### src/rtl/rtc_pkg.sv
// Shared types, field widths, limits and word-packing helpers for the RTC host.
package rtc_pkg;

    typedef enum logic [1:0] {
        RTC_OP_READ   = 2'd0,
        RTC_OP_WRITE  = 2'd1,
        RTC_OP_ALARM  = 2'd2,
        RTC_OP_ADDSUB = 2'd3
    } rtc_op_e;

    typedef enum logic [2:0] {
        CMD_READ      = 3'd0,
        CMD_WRITE     = 3'd1,
        CMD_ALARM     = 3'd2,
        CMD_ADD       = 3'd3,
        CMD_SUB       = 3'd4,
        CMD_RTC_RESET = 3'd5
    } host_cmd_e;

    typedef enum logic [2:0] {
        ST_IDLE,
        ST_ISSUE,
        ST_WAIT,
        ST_RST,
        ST_RESP
    } host_state_e;

    localparam int SEC_W = 6;
    localparam int MIN_W = 6;
    localparam int HR_W  = 5;
    localparam int DAY_W = 9;
    localparam int YR_W  = 6;

    localparam logic [SEC_W-1:0] SEC_MAX = 6'd59;
    localparam logic [MIN_W-1:0] MIN_MAX = 6'd59;
    localparam logic [HR_W-1:0]  HR_MAX  = 5'd23;
    localparam logic [DAY_W-1:0] DAY_MAX = 9'd364;

    // RTC word layout: sec[31:26] min[25:20] hr[19:15] day[14:6] yr[5:0]
    function automatic logic [31:0] pack_write(input logic [SEC_W-1:0] sec,
                                               input logic [MIN_W-1:0] min,
                                               input logic [HR_W-1:0]  hr,
                                               input logic [DAY_W-1:0] day,
                                               input logic [YR_W-1:0]  yr);
        return {sec, min, hr, day, yr};
    endfunction

    function automatic logic [31:0] pack_alarm(input logic [SEC_W-1:0] sec,
                                               input logic [MIN_W-1:0] min,
                                               input logic [HR_W-1:0]  hr);
        return {sec, min, hr, 1'b1, 14'b0};
    endfunction

    function automatic logic [31:0] pack_addsub(input logic [SEC_W-1:0] sec,
                                                input logic [MIN_W-1:0] min,
                                                input logic [HR_W-1:0]  hr,
                                                input logic [DAY_W-1:0] day,
                                                input logic             add);
        return {sec, min, hr, day, add, 5'b0};
    endfunction

endpackage

### src/rtl/rtc_cmd_pack.sv
// Combinational command decode: range check of the fields an op uses and
// packing into the RTC operation code and 32-bit write word.
module rtc_cmd_pack
    import rtc_pkg::*;
(
    input  logic [2:0]       op,
    input  logic [SEC_W-1:0] sec,
    input  logic [MIN_W-1:0] min,
    input  logic [HR_W-1:0]  hr,
    input  logic [DAY_W-1:0] day,
    input  logic [YR_W-1:0]  yr,
    output logic             err,
    output logic [1:0]       rtc_op,
    output logic [31:0]      word
);

    logic time_bad;
    logic day_bad;

    assign time_bad = (sec > SEC_MAX) || (min > MIN_MAX) || (hr > HR_MAX);
    assign day_bad  = (day > DAY_MAX);

    always_comb begin
        err    = 1'b0;
        rtc_op = RTC_OP_READ;
        word   = '0;
        case (op)
            CMD_READ: begin
                rtc_op = RTC_OP_READ;
            end
            CMD_WRITE: begin
                err    = time_bad || day_bad;
                rtc_op = RTC_OP_WRITE;
                word   = pack_write(sec, min, hr, day, yr);
            end
            CMD_ALARM: begin
                err    = time_bad;
                rtc_op = RTC_OP_ALARM;
                word   = pack_alarm(sec, min, hr);
            end
            CMD_ADD: begin
                err    = time_bad || day_bad;
                rtc_op = RTC_OP_ADDSUB;
                word   = pack_addsub(sec, min, hr, day, 1'b1);
            end
            CMD_SUB: begin
                err    = time_bad || day_bad;
                rtc_op = RTC_OP_ADDSUB;
                word   = pack_addsub(sec, min, hr, day, 1'b0);
            end
            CMD_RTC_RESET: begin
                rtc_op = RTC_OP_READ;
            end
            default: begin
                err = 1'b1;
            end
        endcase
    end

endmodule

### src/rtl/rtc_host.sv
// RTC command initiator: one outstanding command, RTC handshake, response strobe
// and alarm interrupt. Define RTC_HOST_ALARM_LATCH_EN for a sticky, clearable irq.
module rtc_host
    import rtc_pkg::*;
#(
    parameter int RST_CYCLES = 2,
    parameter int READ_LAT   = 1
) (
    input  logic             clk,
    input  logic             reset,
    input  logic             cmd_valid,
    output logic             cmd_ready,
    input  logic [2:0]       cmd_op,
    input  logic [SEC_W-1:0] cmd_sec,
    input  logic [MIN_W-1:0] cmd_min,
    input  logic [HR_W-1:0]  cmd_hr,
    input  logic [DAY_W-1:0] cmd_day,
    input  logic [YR_W-1:0]  cmd_yr,
    output logic             rsp_valid,
    output logic             rsp_err,
    output logic [31:0]      rsp_data,
    output logic             rtc_on,
    output logic             rtc_resetn,
    output logic [1:0]       rtc_operation,
    output logic [31:0]      rtc_w_data,
    input  logic [31:0]      rtc_r_data,
    input  logic             rtc_alarm,
    output logic             alarm_irq,
    input  logic             irq_clr
);

    localparam int CNT_W = 16;

    host_state_e      state_reg, state_next;
    logic [CNT_W-1:0] cnt_reg;

    logic             pack_err;
    logic [1:0]       pack_op;
    logic [31:0]      pack_word;
    logic             accept;

    logic             rtc_on_reg, rtc_on_next;
    logic             rtc_resetn_reg, rtc_resetn_next;
    logic [1:0]       rtc_operation_reg, rtc_operation_next;
    logic [31:0]      rtc_w_data_reg, rtc_w_data_next;
    logic             rsp_valid_reg, rsp_valid_next;
    logic             rsp_err_reg, rsp_err_next;
    logic [31:0]      rsp_data_reg, rsp_data_next;
    logic             alarm_irq_reg;

    rtc_cmd_pack u_pack (
        .op     (cmd_op),
        .sec    (cmd_sec),
        .min    (cmd_min),
        .hr     (cmd_hr),
        .day    (cmd_day),
        .yr     (cmd_yr),
        .err    (pack_err),
        .rtc_op (pack_op),
        .word   (pack_word)
    );

    assign cmd_ready = (state_reg == ST_IDLE) && !reset;
    assign accept    = cmd_valid && cmd_ready;

    always_ff @(posedge clk) begin
        if (reset) begin
            state_reg <= ST_IDLE;
        end else begin
            state_reg <= state_next;
        end
    end

    always_comb begin
        state_next = state_reg;
        case (state_reg)
            ST_IDLE: begin
                if (accept) begin
                    if (pack_err)                     state_next = ST_RESP;
                    else if (cmd_op == CMD_RTC_RESET) state_next = ST_RST;
                    else                              state_next = ST_ISSUE;
                end
            end
            ST_ISSUE: state_next = (rtc_operation_reg == RTC_OP_READ) ? ST_WAIT : ST_RESP;
            ST_WAIT:  state_next = (cnt_reg == '0) ? ST_RESP : ST_WAIT;
            ST_RST:   state_next = (cnt_reg == '0) ? ST_RESP : ST_RST;
            ST_RESP:  state_next = ST_IDLE;
            default:  state_next = ST_IDLE;
        endcase
    end

    // Loaded on entry to WAIT/RST so each lasts exactly its configured cycle count
    always_ff @(posedge clk) begin
        if (reset) begin
            cnt_reg <= '0;
        end else if (state_next == ST_WAIT && state_reg != ST_WAIT) begin
            cnt_reg <= CNT_W'(READ_LAT - 1);
        end else if (state_next == ST_RST && state_reg != ST_RST) begin
            cnt_reg <= CNT_W'(RST_CYCLES - 1);
        end else if (cnt_reg != '0) begin
            cnt_reg <= cnt_reg - 1'b1;
        end
    end

    always_comb begin
        rtc_on_next        = (state_next == ST_ISSUE);
        rtc_resetn_next    = (state_next != ST_RST);
        rtc_operation_next = rtc_operation_reg;
        rtc_w_data_next    = rtc_w_data_reg;
        if (state_reg == ST_IDLE && state_next == ST_ISSUE) begin
            rtc_operation_next = pack_op;
            rtc_w_data_next    = pack_word;
        end
        rsp_valid_next = (state_next == ST_RESP);
        rsp_err_next   = (state_reg == ST_IDLE) && (state_next == ST_RESP);
        rsp_data_next  = '0;
        if (state_reg == ST_WAIT && state_next == ST_RESP) begin
            rsp_data_next = rtc_r_data;
        end
    end

    always_ff @(posedge clk) begin
        if (reset) begin
            rtc_on_reg        <= 1'b0;
            rtc_resetn_reg    <= 1'b0;
            rtc_operation_reg <= '0;
            rtc_w_data_reg    <= '0;
            rsp_valid_reg     <= 1'b0;
            rsp_err_reg       <= 1'b0;
            rsp_data_reg      <= '0;
        end else begin
            rtc_on_reg        <= rtc_on_next;
            rtc_resetn_reg    <= rtc_resetn_next;
            rtc_operation_reg <= rtc_operation_next;
            rtc_w_data_reg    <= rtc_w_data_next;
            rsp_valid_reg     <= rsp_valid_next;
            rsp_err_reg       <= rsp_err_next;
            rsp_data_reg      <= rsp_data_next;
        end
    end

`ifdef RTC_HOST_ALARM_LATCH_EN
    logic alarm_prev_reg;

    // A fresh rising edge beats a simultaneous clear
    always_ff @(posedge clk) begin
        if (reset) begin
            alarm_prev_reg <= 1'b0;
            alarm_irq_reg  <= 1'b0;
        end else begin
            alarm_prev_reg <= rtc_alarm;
            if (rtc_alarm && !alarm_prev_reg) begin
                alarm_irq_reg <= 1'b1;
            end else if (irq_clr) begin
                alarm_irq_reg <= 1'b0;
            end
        end
    end
`else
    logic unused_irq_clr;
    assign unused_irq_clr = irq_clr;

    always_ff @(posedge clk) begin
        if (reset) begin
            alarm_irq_reg <= 1'b0;
        end else begin
            alarm_irq_reg <= rtc_alarm;
        end
    end
`endif

    assign rtc_on        = rtc_on_reg;
    assign rtc_resetn    = rtc_resetn_reg;
    assign rtc_operation = rtc_operation_reg;
    assign rtc_w_data    = rtc_w_data_reg;
    assign rsp_valid     = rsp_valid_reg;
    assign rsp_err       = rsp_err_reg;
    assign rsp_data      = rsp_data_reg;
    assign alarm_irq     = alarm_irq_reg;

endmodule

### config.mk
export PLATFORM = sky130hd
export DESIGN_NAME = rtc_host
export DESIGN_NICKNAME = d
export VERILOG_FILES = /design/src/rtl/rtc_pkg.sv /design/src/rtl/rtc_cmd_pack.sv /design/src/rtl/rtc_host.sv
export SDC_FILE = /design/constraint.sdc
export NUM_CORES = 1
export LEC_CHECK = 0
export ABC_CLOCK_PERIOD_IN_PS = 3000
export BUFFER_PORTS_ARGS = -buffer_cell sky130_fd_sc_hd__clkbuf_2
export CORE_MARGIN = 3
export CORE_UTILIZATION = 30
export DETAILED_ROUTE_END_ITERATION = 8
export GPL_ROUTABILITY_DRIVEN = 0
export MAX_ROUTING_LAYER = met4
export PLACE_DENSITY = 0.54
export SLEW_MARGIN = 30
export SYNTH_ARGS = -nofsm -noshare
export SYNTH_HDL_FRONTEND = slang
export SYNTH_SLANG_ARGS = --single-unit
### constraint.sdc
create_clock -name clk -period 3 [get_ports clk]
set_input_delay 0.45 -clock clk [delete_from_list [all_inputs] [get_ports clk]]
set_output_delay 0.45 -clock clk [all_outputs]
set_load 0.01 [all_outputs]
; Word level (Yosys, flattened, before mapping)
; Cells that the tools add are included.
[word_totals]
inputBits = 72
out_inout_bits = 72
regBits = 90
[classes]
eq_ne = 15
reduce_logical = 23
addsub = 1
muxes = 12
bitwise = 1
magnitude_cmp = 4
[ops]
columns = cell, n
row1 = $pmux W32 S4, 1
row2 = $eq A3 B2 Y1 const B, 6
row3 = $logic_not A16 Y1, 1
row4 = $reduce_bool A16 Y1, 1
row5 = $sub A16 B1 Y16 const B, 1
row6 = $mux W3, 5
row7 = $gt A6 B6 Y1 const B, 2
row8 = $pmux W3 S4, 1
row9 = $eq A3 B1 Y1 const B, 3
row10 = $eq A3 B3 Y1 const B, 3
row11 = $gt A9 B9 Y1 const B, 1
row12 = $ne A3 B2 Y1 const B, 3
row13 = $reduce_or A2 Y1, 4
row14 = $logic_and A1 B1 Y1, 7
row15 = $logic_not A3 Y1, 2
row16 = $pmux W2 S3, 1
row17 = $reduce_or A3 Y1, 2
row18 = $gt A5 B5 Y1 const B, 1
row19 = $logic_or A1 B1 Y1, 3
row20 = $pmux W1 S3, 1
row21 = $logic_not A2 Y1, 1
row22 = $mux W1, 2
row23 = $mux W2, 1
row24 = $reduce_bool A2 Y1, 1
row25 = 2 further kinds, 2

; Longest topological paths before layout
[logic_depth]
word_depth = 12
ltp_mapped = 9
depth_no_buf = 7

; By module
; From an unflattened synthesis, not the netlist that was laid out.
[unflattened]
cells_unflattened = 419
area_unflattened_um2 = 3739.8
[by_module_without_submodules]
columns = mod, n_inst, area_per_inst_um2, cells_each
row1 = rtc_host, 1, 3296.9, 360
row2 = rtc_cmd_pack, 1, 442.9, 59

; Worst setup path before layout
; OpenSTA, ideal clock, no wires.
[synth_timing]
path_kind = reg-to-reg
from = register state_reg[1]
to = register rtc_w_data_reg[31], in the netlist rtc_w_data[31]
synth_period_minus_slack_ns = 2.396
arrival_time_ns = 2.280
path_buffers = 3
stages_incl_launch_ff = 8
setup_slack_ns = 0.604
cell_sequence = dfxtp_1 -> buf_2 -> nor4_1 -> nand4_2 -> o21ba_2 -> buf_6 -> buf_6 -> a22o_4
[synth_via]
elab_chain_cells = 7
[synth_rtl]
columns = item, line_no
row1 = "start, declared", rtc_host.sv:34  ; host_state_e state_reg, state_next;
row2 = "start signal, assigned", rtc_host.sv:70  ; state_reg <= state_next;
row3 = $logic_not A3 Y1, rtc_host.sv:63  ; assign cmd_ready = (state_reg == ST_IDLE) && !reset;
row4 = $logic_and A1 B1 Y1, rtc_host.sv:63
row5 = named net cmd_ready, rtc_host.sv:12  ; output logic cmd_ready,
row6 = $logic_and A1 B1 Y1, rtc_host.sv:64  ; assign accept = cmd_valid && cmd_ready;
row7 = $mux W3, rtc_host.sv:78  ; if (accept) begin
row8 = $pmux W3 S4, rtc_host.sv:76  ; case (state_reg)
row9 = $eq A3 B1 Y1, rtc_host.sv:110  ; if (state_reg == ST_IDLE && state_next == ST_ISSUE) begin
row10 = $logic_and A1 B1 Y1, rtc_host.sv:110
row11 = "end signal, assigned", rtc_host.sv:135  ; rtc_w_data_reg <= rtc_w_data_next;
row12 = "end, declared", rtc_host.sv:45  ; logic [31:0] rtc_w_data_reg, rtc_w_data_next;
; The timed path passes the listed nets, and every way through them passes these cells.
; A chain may end at the register's enable or synchronous reset.

; Worst setup path after layout
[layout_timing]
from = register cnt_reg[4]
to = register rtc_w_data_reg[23], in the netlist rtc_w_data[23]
[layout_via]
elab_chain_cells = 5
[layout_rtl]
columns = item, line_no
row1 = "start, declared", rtc_host.sv:35  ; logic [CNT_W-1:0] cnt_reg;
row2 = "start signal, assigned", rtc_host.sv:97  ; cnt_reg <= CNT_W'(READ_LAT - 1);
row3 = "start signal, assigned", rtc_host.sv:99  ; cnt_reg <= CNT_W'(RST_CYCLES - 1);
row4 = "start signal, assigned", rtc_host.sv:101  ; cnt_reg <= cnt_reg - 1'b1;
row5 = $logic_not A16 Y1 (*), "rtc_host.sv:85, rtc_host.sv:86"
row6 = $mux W3 (on tied branches), "rtc_host.sv:86, rtc_host.sv:85"
row7 = $pmux W3 S4 (*), rtc_host.sv:76
row8 = $eq A3 B1 Y1 (*), rtc_host.sv:110
row9 = $logic_and A1 B1 Y1 (*), rtc_host.sv:110
; Every way passes the cells marked *; elsewhere a longest branch is shown, timed or not.

==> metrics.txt <==
status=complete, no violations; H-tree Lvls=3; CP arrival=approximately 2.7 ns; initial antenna violation count=0; DRT Pass-1 Iters=4; WL/cell=13.0 um; Tmin final=around 2.4 ns; GR Overflow Total=0; drt drc=0; Post-Synthesis Cells=342; TritonCTS Buffers=9; FF+latch count, synth=90; FF-to-FF Start=cnt_reg[4]$_SDFFE_PP0P_; hold path start=rtc_r_data[9]; Crit Path Max Fanout=26; Leak=roughly 2 nW; Post-Syn Area=between 3000 and 4000 um^2; RSZ-0062 raised after global routing=no; skew final=0.00711 ns; input/output buffers=142; cts repair resizes=0; CTS clk-pin slew, worst paths=0.07 ns; Antenna Cells=0; Sw Share=30.6%; vias=2949; clock power share=35.8%; postcts setup bufs=0; fin nets=between 500 and 600; Final ANT Viol Nets=0; syn_area_per_cell=~10 um^2; CP required=3.23 ns; drt total wl=8.13 mm; internal cell power=2.42 mW; Mapped Nets=415; Total GRT Usage=a little over an eighth; Comb pwr share=approximately a quarter; most frequent cells in the layout=clkbuf_2, dfxtp_1, nand2_1, nor3_1, nor2_1; first-pass GRT wire length=13.5 mm; HP Class=in2reg; WP buf/inv=0; relative slew slack=60.4%; Detail Placement HPWL=5.87 mm; Ys Warns=0; Yosys top cell area share=53.3%; Hold EP=rsp_data[9]$_SDFF_PP0_; worst setup margin=0.583 ns; vias in the first global route=2902; Netlist cell types=51; sequential cell area fraction in the yosys report=53.3%; pre-CTS setup slack=0.393 ns; iteration-0 DRC count of the detailed router=188; Clk Latency, worst-skew pair=0.34 ns; die width=~110 um; Worst-Margin Slew=0.592 ns; EDFF count, synth=0; fmax=slightly above 400 MHz; Chip Height=112 um; die area=12600 um^2; r2r setup slk=0.58 ns; CP startpoint kind=register; CTS tree=yes; setup violators final=0; fin. max-slew vios=0; share of cells above drive strength 1=38.8%; Synth-to-Final Area Change=34.4%; std cell rows=38; worst-case clock buffer depth=2; reg-to-reg endpoint=rtc_w_data[23]$_SDFFE_PP0P_; clock sinks=90; core area=10900 um^2; Critical Path Max Stage Delay=0.57 ns; fraction of registers with async set/reset=0%; Post-synth top flop=dfxtp_1; crit-path cells=or4_4 > nor3_4 > nand2_4 > a21o_4 > o21ba_2 > a22o_2; largest net degree at the start of global routing=33; # IOs=144; largest cells by area after synthesis=dfxtp_1, nor3_1, nand2_1; Fin. Hold Viols=0; area leader, netlist=dfxtp_1; worst vdd ir=roughly 0.00036 V; CTS root buf=clkbuf_16; cell family with most CP delay=simple AND/OR/NAND/NOR gates; slowest library cell on the worst path=or4_4; Worst Hold Depth=3; sw power=roughly 1.1 mW; Hold Buf Count CTS=0; worst setup path class=reg2reg; Pwr Density=767 nW/um^2; Worst R2R Path Depth=6; most common cell after layout, fill and taps aside=clkbuf_2; sequential fraction of design power=39.8%; Starting Density=30.9%; post-DR vias/cell=4.72; max-cap viol count=0; fin crit share=80.6%; crit end category=register; Fin Setup TNS=0 ns
[power groups by stage]
stage / logic (mW) / registers, mW / clock network [mW]
6_report: 0.851 / 1.39 / 1.25
4_1_cts: 0.855 / 1.39 / 1.29
3_5_place_dp: 0.852 / 1.41 / 0
3_3_place_gp: 0.837 / 1.41 / 0
2_1_floorplan: 0.641 / 1.41 / 0
5_1_grt: 0.965 / 1.41 / 1.34
[worst register-to-register path, cell delays in order, from the launching register on]
cell and delay, ns:
dfxtp_1 0.34, or4_4 0.57, nor3_4 0.27, nand2_4 0.14, a21o_4 0.27, o21ba_2 0.38, a22o_2 0.33
[synthesized netlist by cell type, drive strengths merged (2+ instances only)]
master,count
dfxtp,90
nand2,45
nor3,37
a22o,25
nor2,24
clkbuf,16
a21oi,10
mux2i,10
nand2b,9
nor4,7
xor2,7
nand3,6
nand4,6
buf,5
a21o,4
nor2b,4
o21ai,4
xnor2,4
a211oi,2
a31oi,2
inv,2
nand4b,2
o211a,2
or3,2
or4,2
[how the worst max path moves through the flow]
stage,to,startpoint,depth (start not counted),slack (ns)
global route,rtc_w_data[24]$_SDFFE_PP0P_,cnt_reg[12]$_SDFFE_PP0P_,6,0.44
floorplan,rtc_w_data[31]$_SDFFE_PP0P_,state_reg[1]$_SDFF_PP0_,7,0.60
global placement,rsp_data[11]$_SDFF_PP0_,cmd_day[1],8,0.41
CTS,rsp_data[11]$_SDFF_PP0_,cnt_reg[0]$_SDFFE_PP0P_,7,0.49
detailed placement,rsp_data[11]$_SDFF_PP0_,cmd_day[1],8,0.39
finish,rtc_w_data[23]$_SDFFE_PP0P_,cnt_reg[4]$_SDFFE_PP0P_,6,0.58
[per-stage QoR]
stage	utilization [%]	area, um^2	total power [mW]	cells	hold WS, ns
2_1_floorplan	-	3380	2.05	342	0.444
3_3_place_gp	38.4	4200	2.25	609	0.459
3_5_place_dp	38.4	4200	2.27	609	0.459
4_1_cts	41.5	4540	3.54	625	0.303
5_1_grt	41.6	4540	3.71	625	0.311
6_report	41.6	4540	3.49	625	0.319
[cell type report]
cell class                      count  area [um^2]
Sequential cell                    90         1800
Tap cell                          140          175
Timing Repair Buffer              148          756
Clock inverter                      5         85.1
Clock buffer                       11          253
Fill cell                        1103         6390
Multi-Input combinational cell    229         1470
Inverter                            2         7.51
[layer usage]
layer	global-route usage, %	vias to the layer above	share of wire, %
met2	21.1	96	45
met5	-	-	0
met1	16.2	1346	45
li1	-	1496	-
met4	4.33	0	1.4
met3	4.47	11	7.7
[cell families after synthesis]
group,count (synthesis),synth area share [%]
xor+xnor,11,2.85
flops,90,53.3
simple gates,151,23.5
fa+ha+maj,1,0.370
buf+inv,23,3.59
compound gates,56,13.4
mux,10,2.96
Note: power is estimated with default switching activity, not from simulation.
